## src/rtl/pipeline_ctrl_pkg.sv

```systemverilog
// Shared types for the pipeline hazard controller and the pipeline register wrappers.
// Holds the FSM encoding, the zero-register index and the bubble (flush) convention.
package pipeline_ctrl_pkg;

    typedef enum logic [1:0] {
        RUN      = 2'b00,
        MEM_WAIT = 2'b01,
        ERROR    = 2'b10
    } hz_state_t;

    localparam logic [4:0] REG_ZERO = 5'd0;

    // Control fields carried by a pipeline register; a flush clears only these, data fields pass through.
    typedef struct packed {
        logic       reg_write;
        logic       mem_to_reg;
        logic       mem_read;
        logic       mem_write;
        logic       branch_eq_ne;
        logic       alu_src;
        logic       reg_dst;
        logic [1:0] alu_op;
    } pipe_ctrl_t;

    localparam pipe_ctrl_t BUBBLE_CTRL = '0;

    function automatic pipe_ctrl_t apply_flush(input pipe_ctrl_t ctrl, input logic flush);
        return flush ? BUBBLE_CTRL : ctrl;
    endfunction

endpackage

```

## src/rtl/pipeline_hazard_ctrl_sat_counter.sv

```systemverilog
// Saturating up-counter used for the stall and flush statistics.
// Holds at all-ones instead of wrapping.
module sat_counter #(
    parameter int W = 16
) (
    input  logic         clk,
    input  logic         reset,
    input  logic         inc,
    output logic [W-1:0] count
);

    always_ff @(posedge clk or posedge reset) begin
        if (reset) begin
            count <= '0;
        end else if (inc && (count != '1)) begin
            count <= count + W'(1);
        end
    end

endmodule

```

## src/rtl/pipeline_hazard_ctrl.sv

```systemverilog
// Hazard and stall sequencer driving PC and pipeline register enables/flushes.
// Handles data-memory waits (with timeout), taken branches, load-use hazards and jumps.
//
//   state    | meaning
//   ---------+---------------------------------------------------------
//   RUN      | normal issue; branch / load-use / jump resolved per cycle
//   MEM_WAIT | data memory busy; front of pipe frozen, MEM/WB bubbled
//   ERROR    | memory timeout; everything frozen until reset
module pipeline_hazard_ctrl
    import pipeline_ctrl_pkg::*;
#(
    parameter int CNT_W       = 16,
    parameter int MEM_TIMEOUT = 15
) (
    input  logic             clk,
    input  logic             reset,
    input  logic [4:0]       id_rs,
    input  logic [4:0]       id_rt,
    input  logic             id_uses_rt,
    input  logic             id_jump,
    input  logic             ex_mem_read,
    input  logic [4:0]       ex_rt,
    input  logic             mem_branch_taken,
    input  logic             mem_access,
    input  logic             mem_ready,
    output logic             pc_en,
    output logic             if_id_en,
    output logic             id_ex_en,
    output logic             ex_mem_en,
    output logic             mem_wb_en,
    output logic             if_id_flush,
    output logic             id_ex_flush,
    output logic             ex_mem_flush,
    output logic             mem_wb_flush,
    output logic             mem_error,
    output logic [CNT_W-1:0] stall_count,
    output logic [CNT_W-1:0] flush_count
);

    localparam int                WAIT_W   = $clog2(MEM_TIMEOUT + 1);
    localparam logic [WAIT_W-1:0] WAIT_MAX = WAIT_W'(MEM_TIMEOUT);
    localparam logic [WAIT_W-1:0] WAIT_ONE = WAIT_W'(1);

    hz_state_t         state, state_nxt;
    logic [WAIT_W-1:0] wait_cnt, wait_nxt;
    logic              load_use, mem_hold, run_eval, flush_inc, stall_inc;
    logic [4:0]        en_c;
    logic [3:0]        flush_c;

    assign load_use = ex_mem_read && (ex_rt != REG_ZERO) &&
                      ((ex_rt == id_rs) || (id_uses_rt && (ex_rt == id_rt)));

    always_ff @(posedge clk or posedge reset) begin
        if (reset) begin
            state    <= RUN;
            wait_cnt <= '0;
        end else begin
            state    <= state_nxt;
            wait_cnt <= wait_nxt;
        end
    end

    // en_c = {pc, if_id, id_ex, ex_mem, mem_wb}; flush_c = {if_id, id_ex, ex_mem, mem_wb}
    always_comb begin
        en_c      = 5'b11111;
        flush_c   = 4'b0000;
        state_nxt = state;
        wait_nxt  = wait_cnt;
        mem_hold  = 1'b0;
        run_eval  = 1'b0;
        flush_inc = 1'b0;
        case (state)
            RUN: begin
                if (mem_access && !mem_ready) begin
                    mem_hold  = 1'b1;
                    state_nxt = MEM_WAIT;
                    wait_nxt  = WAIT_ONE;
                end else begin
                    run_eval = 1'b1;
                end
            end
            MEM_WAIT: begin
                if (mem_ready) begin
                    run_eval  = 1'b1;
                    state_nxt = RUN;
                    wait_nxt  = '0;
                end else begin
                    mem_hold = 1'b1;
                    if (wait_cnt == WAIT_MAX) begin
                        state_nxt = ERROR;
                    end else begin
                        wait_nxt = wait_cnt + WAIT_ONE;
                    end
                end
            end
            default: begin
                en_c = 5'b00000;
            end
        endcase

        if (mem_hold) begin
            en_c    = 5'b00001;
            flush_c = 4'b0001;
        end else if (run_eval) begin
            if (mem_branch_taken) begin
                flush_c   = 4'b1110;
                flush_inc = 1'b1;
            end else if (load_use) begin
                en_c    = 5'b00111;
                flush_c = 4'b0100;
            end else if (id_jump) begin
                flush_c   = 4'b1000;
                flush_inc = 1'b1;
            end
        end
    end

    assign stall_inc = !en_c[4] && (state != ERROR);

    assign {pc_en, if_id_en, id_ex_en, ex_mem_en, mem_wb_en} = reset ? 5'b00000 : en_c;
    assign {if_id_flush, id_ex_flush, ex_mem_flush, mem_wb_flush} = reset ? 4'b0000 : flush_c;
    assign mem_error = (state == ERROR);

    sat_counter #(.W(CNT_W)) u_stall_cnt (
        .clk   (clk),
        .reset (reset),
        .inc   (stall_inc),
        .count (stall_count)
    );

    sat_counter #(.W(CNT_W)) u_flush_cnt (
        .clk   (clk),
        .reset (reset),
        .inc   (flush_inc),
        .count (flush_count)
    );

endmodule

```

## config.mk

```make
export PLATFORM = sky130hd
export DESIGN_NAME = pipeline_hazard_ctrl
export DESIGN_NICKNAME = d
export VERILOG_FILES = /design/src/rtl/pipeline_ctrl_pkg.sv /design/src/rtl/pipeline_hazard_ctrl_sat_counter.sv /design/src/rtl/pipeline_hazard_ctrl.sv
export SDC_FILE = /design/constraint.sdc
export NUM_CORES = 1
export LEC_CHECK = 0
export ABC_CLOCK_PERIOD_IN_PS = 2400
export CAP_MARGIN = 25
export CORE_MARGIN = 2
export CORE_UTILIZATION = 30
export DETAILED_ROUTE_END_ITERATION = 16
export PLACE_DENSITY_LB_ADDON = 0.3
export SKIP_LAST_GASP = 1
export SYNTH_ARGS = -nofsm -noshare
export SYNTH_HDL_FRONTEND = slang
export SYNTH_HIERARCHICAL = 1
export SYNTH_SLANG_ARGS = --single-unit
export TNS_END_PERCENT = 1
```

## constraint.sdc

```tcl
create_clock -name clk -period 2.4 [get_ports clk]
set_input_delay 0.72 -clock clk [delete_from_list [all_inputs] [get_ports clk]]
set_output_delay 0.72 -clock clk [all_outputs]
set_load 0.01 [all_outputs]
```

* Word level (Yosys, flattened, before mapping)
Index checks and enable logic that the tools add are counted.
** Cells by class
- $add $sub $neg :: 3
- Equal/unequal tests :: 11
- Muxes and demuxes :: 31
- Reduce and logical (&&, ||, !) cells :: 16
** Operator list (number)
- 4-bit two-way mux :: 9
- 16-bit by 1-bit adder with 16-bit output (second input constant) :: 2
- 16-bit != test (second input constant) :: 2
- 5-bit two-way mux :: 6
- 5-bit equality test :: 2
- 1-bit two-way mux :: 9
- 4-bit case mux with 2 select lines :: 1
- 1-bit logical AND :: 7
- 2-bit two-way mux :: 3
- 3-bit != test (second input constant) :: 2
- 3-bit AND reduction :: 2
- 5-bit nonzero test :: 1
- 4-bit by 1-bit adder with 4-bit output (second input constant) :: 1
- 4-bit equality test (second input constant) :: 1
- 2-bit != test (second input constant) :: 2
- 1-bit case mux with 2 select lines :: 2
- 2-bit case mux with 2 select lines :: 1
- 2-bit by 1-bit equality test with 1-bit output (second input constant) :: 1
- 2-bit equality test (second input constant) :: 1
- 1-bit logical NOT :: 2
- 2-bit logical NOT :: 1
- 2-bit nonzero test :: 1
- 2-bit OR reduction :: 1
- 1-bit logical OR :: 1
** Word-level totals
- Bits in registers :: 38
- Input port bits :: 23
- Output and inout port bits :: 42

* Depth between registers and ports, before layout
Gate-level depths: netlist of the first run.
- Depth after elaboration :: 11
- Depth in mapped cells :: 9

* Modules after synthesis
The synthesis of the first run kept the hierarchy.
** By module, submodules not included
- sat_counter :: instances 2, cells each 71, area each 805.8 um^2, sequential area each 400.4 um^2
- pipeline_hazard_ctrl :: instances 1, cells each 73, area each 598.1 um^2, sequential area each 150.1 um^2

* Least setup slack after synthesis of the first run
No wires, ideal clock.
- Path type :: input to register
- From :: input port ex_rt[1]
- To :: register u_flush_cnt.count[14]
- Library setup time :: 0.125 ns
- Arrival :: 2.591 ns
- Required time :: 2.275 ns
- Setup slack :: -0.316 ns
- Cell stages on the path :: 8
- Buffers on the path :: 0
- Path through :: or4_4 > o21ai_2 > nor2_2 > a21oi_1 > and4_1 > nand3_1 > nor2_1 > mux2_2
** Between the ends
- Longest elaborated chain between the ends :: 9
** Ends and longest elaborated chain
- start, declared :: RTL line pipeline_hazard_ctrl.sv:22 : input logic [4:0] ex_rt,
- 5-bit equality test :: RTL line pipeline_hazard_ctrl.sv:51 : ((ex_rt == id_rs) || (id_uses_rt && (ex_rt == id_rt)));
- 1-bit logical AND :: RTL line pipeline_hazard_ctrl.sv:51
- 1-bit logical OR :: RTL line pipeline_hazard_ctrl.sv:51
- 1-bit logical AND * :: RTL line pipeline_hazard_ctrl.sv:50 : assign load_use = ex_mem_read && (ex_rt != REG_ZERO) &&
- 1-bit two-way mux * :: RTL line pipeline_hazard_ctrl.sv:108 : end else if (load_use) begin
- 1-bit two-way mux * :: RTL line pipeline_hazard_ctrl.sv:105 : if (mem_branch_taken) begin
- 1-bit two-way mux * :: RTL line pipeline_hazard_ctrl.sv:104 : end else if (run_eval) begin
- 1-bit two-way mux * :: RTL line pipeline_hazard_ctrl.sv:101 : if (mem_hold) begin
- via flush_inc :: RTL line pipeline_hazard_ctrl.sv:46 : logic load_use, mem_hold, run_eval, flush_inc, stall_inc;
- 1-bit logical AND * :: RTL line pipeline_hazard_ctrl_sat_counter.sv:15 : end else if (inc && (count != '1)) begin
- end signal, assigned :: RTL line pipeline_hazard_ctrl_sat_counter.sv:16 : count <= count + W'(1);
- end, declared :: RTL line pipeline_hazard_ctrl_sat_counter.sv:9 : output logic [W-1:0] count
Mark *: on every way through the listed nets, which the timed path passes. The rest lies on a longest branch.
A chain may end at the register's enable or synchronous reset.

* Final worst setup path of the first run
- From :: input port ex_rt[3]
- To :: output port if_id_flush
** Between the ends
- Longest elaborated chain between the ends :: 9
** Ends and longest elaborated chain
- 5-bit equality test :: RTL line pipeline_hazard_ctrl.sv:51
- 1-bit logical AND :: RTL line pipeline_hazard_ctrl.sv:51
- 1-bit logical OR :: RTL line pipeline_hazard_ctrl.sv:51
- 1-bit logical AND * :: RTL line pipeline_hazard_ctrl.sv:50
- 4-bit two-way mux * :: RTL line pipeline_hazard_ctrl.sv:108
- 4-bit two-way mux * :: RTL line pipeline_hazard_ctrl.sv:105
- 4-bit two-way mux * :: RTL line pipeline_hazard_ctrl.sv:104
- 4-bit two-way mux * :: RTL line pipeline_hazard_ctrl.sv:101
- 4-bit two-way mux * :: RTL line pipeline_hazard_ctrl.sv:121 : assign {if_id_flush, id_ex_flush, ex_mem_flush, mem_wb_flush} = reset ? 4'b0000 : flush_c;
- end, declared :: RTL line pipeline_hazard_ctrl.sv:31 : output logic if_id_flush,
Mark *: on every way between the ends. The rest lies on a longest branch, timed or not.

==> results of run 1 <==
-- cell type report --
type	count	area, sq um	share of cell area [%]
Timing Repair Buffer	93	823	25.0
Clock inverter	1	5.00	0.152
Clock buffer	7	86.3	2.62
Multi-Input combinational cell	166	1280	38.8
Sequential cell	38	951	28.9
Tap cell	99	124	3.76
Inverter	7	26.3	0.798
-- worst max-delay path by stage --
| stage | from | cells after the start | slack, ns | to |
|---|---|---|---|---|
| floorplan | ex_rt[1] | 8 | -0.18 | u_flush_cnt/count[14] |
| global placement | ex_rt[1] | 6 | -0.95 | if_id_flush |
| detailed placement | ex_rt[1] | 6 | -1.01 | if_id_en |
| CTS | ex_rt[3] | 6 | -0.21 | if_id_en |
| global route | ex_rt[1] | 6 | -0.25 | if_id_en |
| finish | ex_rt[3] | 6 | -0.19 | if_id_flush |
-- cells in the mapped netlist (all sizes together) --
cell type	instances
a21oi	7
and2	3
buf	3
a21boi	1
clkbuf	1
nor3b	2
o21a	3
mux2	5
nand2	17
nand2b	2
o2bb2ai	3
nand3	18
inv	7
nor2b	1
o21ai	7
o22a	1
nand4	15
o31ai	1
a31oi	1
nor3	2
mux2i	2
or4	1
ha	3
dfrtp	38
and3	11
nor4	2
xor2	1
a31o	1
a211o	1
and4	8
o21ba	1
a21o	1
xnor2	32
nor2	12
o22ai	1
-- routing by layer --
| metal | track usage (%) | vias up | part of all wire (%) |
|---|---|---|---|
| li1 | - | 970 | - |
| met1 | 16.2 | 918 | 44 |
| met2 | 22.2 | 57 | 48 |
| met3 | 3.52 | 6 | 6.6 |
| met4 | 4.62 | 0 | 1.5 |
| met5 | 0 | - | 0 |
-- flip-flops by register name, indices dropped and copies added (netlist names) --
| register | flops |
|---|---|
| wait_cnt | 4 |
| u_stall_cnt/count | 16 |
| u_flush_cnt/count | 16 |
| state | 2 |
-- repair_timing --
| item | in CTS | in global routing |
|---|---|---|
| pin swaps | 16 | 4 |
| resized for setup | 56 | 4 |
| endpoints found under the setup margin | 41 | 34 |
| hold buffers | 0 | 0 |
| buffers inserted | 4 | 0 |
-- kinds of logic (layout without fill, tap and decap cells) --
family                   count (synthesis)  count (layout)  synth area share (%)
AO/OA/AOI/OAI                           29              29                  8.95
buffers and inverters                   11             108                  2.26
multiplexers                             7               7                  3.45
flip-flops                              38              38                  43.0
adder cells (fa/ha/maj)                  3               3                  1.70
AND/OR/NAND/NOR                         94              94                  27.5
XOR/XNOR                                33              33                  13.1
-- report_power, final --
group | leakage (nW) | total (mW) | switching [mW] | internal, mW
combinational | 0.946 | 0.348 | 0.146 | 0.202
sequential | 0.509 | 0.768 | 0.0771 | 0.690
clock | 0.0482 | 0.446 | 0.215 | 0.232
==> qor.yml, run 1 <==
status:
  status: "finished, violations left"
  violations: "setup timing"
worst_setup_path:
  cp_slowest_cell: "or4_4"
  crit_chain: "buf_6, or4_4, o21ai_4, nor2_4, a21oi_1, buf_2"
  arrival_ns: 1.87
  rrSetupSlack_ns: 0.24
  path_class: "in -> out"
  path_buf_inv: 2
  path_max_fanout: 3
  reg2reg_depth: 9
  crit_path_end_kind: "output port"
  crit_family: "simple AND/OR/NAND/NOR gates"
  r2r_start: "state[0]"
  reg2reg_to: "u_flush_cnt/count[14]"
  cp-start-kind: "input pin"
  slowest_delay_ns: 0.55
  required_ns: 1.68
final_layout:
  nFillCells: 694
  area_delta_synth_final_pct: 49.1
  final_area_sq_mm: 0.00329
  diodes: 0
  final_nets: 337
  final_util_pct: 45.9
  layout-drive-gt1-share_pct: 23.7
  layout_common_cells: "dfrtp_1, clkdlybuf4s50_1, xnor2_1"
  layout_commonest_cell: "dfrtp_1"
  final_cells: 411
sta:
  setup_viol_count_final: 20
  skew_ns: 0.00670
  finalSetupTns_ns: -1.82
  setup_ws_ns: -0.194
  slew_headroom_pct: 58.2
  whs_ns: 0.515
  tightest_slew_ns: 0.626
  rsz0062_at_grt: "true"
  hold_viol_final: 0
  fmax_mhz: 386
  finalCritPeriodShare_pct: 108
  min_period_ns: 2.59
  final_max_slew_viol_count: 0
placement:
  io_buffers: 64
  placed_cell_area_sq_mm: 0.00316
  dp_hpwl_microns: 3990
  dp_slack_ns: -1.01
  routabilityCongestion: 0.776
  dp_cells: 399
die:
  die-area_sq_mm: 0.00807
  start_util_pct: 30.8
  die_height_microns: 89.8
  die_x_microns: 89.8
  rows: 31
  core-area_sq_mm: 0.00718
  ios: 65
synth:
  ys_warn_count: 6
  ys_types: 44
  synth_top_area_cell: "dfrtp_1"
  syn_nets: 241
  ys_seq_area_share_pct: 43.0
  postSynthCellCount: 215
  synth_seq_cells: 38
  netlist.area_leader.share_pct: 43.0
  syn_area_sq_mm: 0.00221
  yosys-top-cells-area: "dfrtp_1, xnor2_1, nand3_1, nand4_1, and3_1"
  synth.avg_cell_area_sq_um: 10.3
route:
  wl_per_cell_microns: 12.5
  firstDrtPassIters: 4
  drc: 0
  vias_per_cell: 4.75
  drt-initial-drc-count: 78
  num_vias: 1951
  drtAntennaViolNets: 0
  drt_wl_total_microns: 5140
power:
  finalPower_mw: 1.56
  p_leak_nw: 1.50
  ir_worst_vdd_mv: 0.180
  p_per_area_mw_per_mm2: 474
clocking:
  cts_tree: "done"
  clock-sinks: 38
  clock_path_buffers: 2
  cts_buffers: 5
  clockRootBuffer: "clkbuf_8"
  clkLatencyLatePin_ns: 0.28
  clk_pin_slew_worst_paths_ns: 0.07
  htreeDepth: 2
min_path:
  holdCritStartpoint: "u_flush_cnt/count[10]"
  hold_end: "u_flush_cnt/count[10]"
  hold_path.class: "reg -> reg"
  min_path_cells: 1
global_routing:
  grt_max_degree: 17
  overflow: 0
  grt_pass1_vias: 1934
  grt_pass1_wl_microns: 8790
  antenna_found_initial: 0
  grt_usage_pct: 13.1
run:
  timing.max_cap.violations: 0
Note: power is estimated with default switching activity, not from simulation.
==> run 2: changes to the inputs <==
--- a/config.mk
+++ b/config.mk
@@ -5,11 +5,13 @@
 export SDC_FILE = /design/constraint.sdc
 export NUM_CORES = 1
 export LEC_CHECK = 0
-export ABC_CLOCK_PERIOD_IN_PS = 2400
+export ABC_CLOCK_PERIOD_IN_PS = 2880
 export CAP_MARGIN = 25
 export CORE_MARGIN = 2
 export CORE_UTILIZATION = 30
 export DETAILED_ROUTE_END_ITERATION = 16
+export GPL_TIMING_DRIVEN = 0
+export HOLD_SLACK_MARGIN = 0.02
 export PLACE_DENSITY_LB_ADDON = 0.3
 export SKIP_LAST_GASP = 1
 export SYNTH_ARGS = -nofsm -noshare
==> constraint.sdc (replaced) <==
create_clock -name clk -period 2.88 [get_ports clk]
set_input_delay 0.864 -clock clk [delete_from_list [all_inputs] [get_ports clk]]
set_output_delay 0.864 -clock clk [all_outputs]
set_load 0.01 [all_outputs]
==> run 2 against run 1 <==
The run still ends with setup timing left. Flip-flop and latch count stayed put. Global-route usage is 0.11 points higher. Sequential power is 16% lower. Die area stayed put. Clock skew hardly changed. Clock power is 2% higher. Setup slack better by 0.0055 ns. Design area is 5.0% lower. Core utilization is 2.3 points lower. Critical path type unchanged.
==> qor.yml, run 2 (synthesis gave the netlist of run 1 again) <==
clocking:
  clock_path_buffers: 2
  cts_hold_buf: 0
  clk_pin_slew_worst_paths_ns: 0.07
  clkLatencyLatePin_ns: 0.28
  cts_tree: "done"
  clockRootBuffer: "clkbuf_8"
  clock-sinks: 38
  htreeDepth: 2
  cts_buffers: 5
route:
  vias_per_cell: 4.82
  top_layer_used: "met4"
  num_vias: 1880
  wl_per_cell_microns: 12.9
  dr_wl_met2_microns: 2440
  drt_wl_total_microns: 5050
  drt-initial-drc-count: 66
  wl_met1_microns: 2360
  wl_met3_microns: 181
  drc: 0
  drtAntennaViolNets: 0
  firstDrtPassIters: 4
power:
  ir_worst_vdd_mv: 0.233
  p_per_area_mw_per_mm2: 439
  p_leak_nw: 1.36
sta:
  hold_viol_final: 0
  setup_ws_ns: -0.188
  fmax_mhz: 326
  rsz0062_at_grt: "true"
  setup_viol_count_final: 8
  finalCritPeriodShare_pct: 107
  tightest_slew_ns: 0.633
  slew_headroom_pct: 57.7
  finalSetupTns_ns: -0.764
  min_period_ns: 3.07
  whs_ns: 0.511
  skew_ns: 0.00641
  final_max_slew_viol_count: 0
global_routing:
  antenna_found_initial: 0
  grt_pass1_wl_microns: 9000
  grt_pass1_vias: 1885
  grt_usage_pct: 13.2
  overflow: 0
  grt_max_degree: 17
die:
  rows: 31
  die-area_sq_mm: 0.00807
  core-area_sq_mm: 0.00718
  die_x_microns: 89.8
  start_util_pct: 30.8
  die_height_microns: 89.8
  ios: 65
worst_setup_path:
  cp-start-kind: "input pin"
  crit_chain: "dlygate4sd2_1, or4_4, o21ai_4, nor2_4, a21boi_2, buf_4, buf_6"
  slowest_delay_ns: 0.46
  cp_slowest_cell: "or4_4"
  path_max_fanout: 3
  required_ns: 2.02
  path_class: "in -> out"
  crit_path_end_kind: "output port"
  arrival_ns: 2.20
final_layout:
  nFillCells: 702
  layout_common_cells: "clkdlybuf4s50_1, dfrtp_1, xnor2_1"
  register_area_sq_um: 951
  final_util_pct: 43.6
  area_delta_synth_final_pct: 41.7
  layout-drive-gt1-share_pct: 16.8
  layout_commonest_cell: "clkdlybuf4s50_1"
  diodes: 0
  final_nets: 317
  multi_input_area_sq_mm: 0.00125
  final_area_sq_mm: 0.00313
  top_regs: "u_flush_cnt/count: 16 flops, u_stall_cnt/count: 16 flops, wait_cnt: 4 flops"
status:
  status: "finished, violations left"
  violations: "setup timing"
min_path:
  hold_path.class: "reg -> reg"
placement:
  io_buffers: 64
  routabilityCongestion: 0.766
  placed_cell_area_sq_mm: 0.00297
  dp_hpwl_microns: 3790
run:
  timing.max_cap.violations: 0
run 2: changes by cell type in the layout (fill, tap and decap cells not counted), moves of 2 or more:
cell and delta:
buf_4 -21, clkdlybuf4s50_1 +12, dlygate4sd2_1 -11, buf_6 -2
xnor2_1 +2, xnor2_2 -2
run 2: stage by stage:
| step | power, mW | std cells | worst slack, ns |
|---|---|---|---|
| after floorplan | 0.766 | 215 | 0.0198 |
| after global placement | 0.916 | 378 | -0.936 |
| after detailed placement | 0.927 | 378 | -0.963 |
| after CTS | 1.39 | 390 | -0.228 |
| after global routing | 1.44 | 390 | -0.239 |
| final | 1.37 | 390 | -0.188 |
run 2: cell type report:
class | instances | share of cell area, %
clock buffers | 6 | 2.64
flip-flops and latches | 38 | 30.4
inverters | 7 | 0.839
clock inverters | 1 | 0.959
multi-input cells | 166 | 39.9
well taps | 99 | 3.96
repair buffers | 69 | 20.6
plain buffers | 4 | 0.759
run 2: final timing paths:
kind                                              end             startpoint  cells past startpoint  slack [ns]
max in group asynchronous        u_flush_cnt/count[7]                  reset                      2        1.52
worst min register to register  u_flush_cnt/count[15]  u_flush_cnt/count[15]                      1        0.51
worst max-delay path                            pc_en               ex_rt[1]                      7       -0.19
min in group asynchronous                 wait_cnt[0]                  reset                      2        0.79
worst min-delay path            u_flush_cnt/count[15]  u_flush_cnt/count[15]                      1        0.51
worst max register to register  u_flush_cnt/count[14]               state[0]                      9        0.46
run 2: where the power goes:
group	leakage [nW]	internal [mW]	switching (mW)
registers	0.509	0.575	0.0717
clock network	0.0573	0.277	0.179
logic	0.793	0.154	0.117
total	1.36	1.01	0.368
run 2: critical path, delay by kind of cell:
family | cells | cell delay [ns]
simple gates | 2 | 0.52
compound gates | 2 | 0.33
buf+inv | 3 | 0.49
run 2: per-layer routing:
metal | GRT usage (%) | vias up
li1 | - | 934
met1 | 17.0 | 904
met2 | 22.7 | 35
met3 | 2.93 | 7
met4 | 3.46 | 0
met5 | 0 | -
run 2: what timing repair did:
action | CTS | global route
resized for setup | 38 | 7
cloned | 0 | 0
setup buffers | 5 | 0
pin swaps | 5 | 6
endpoints found under the setup margin | 32 | 25
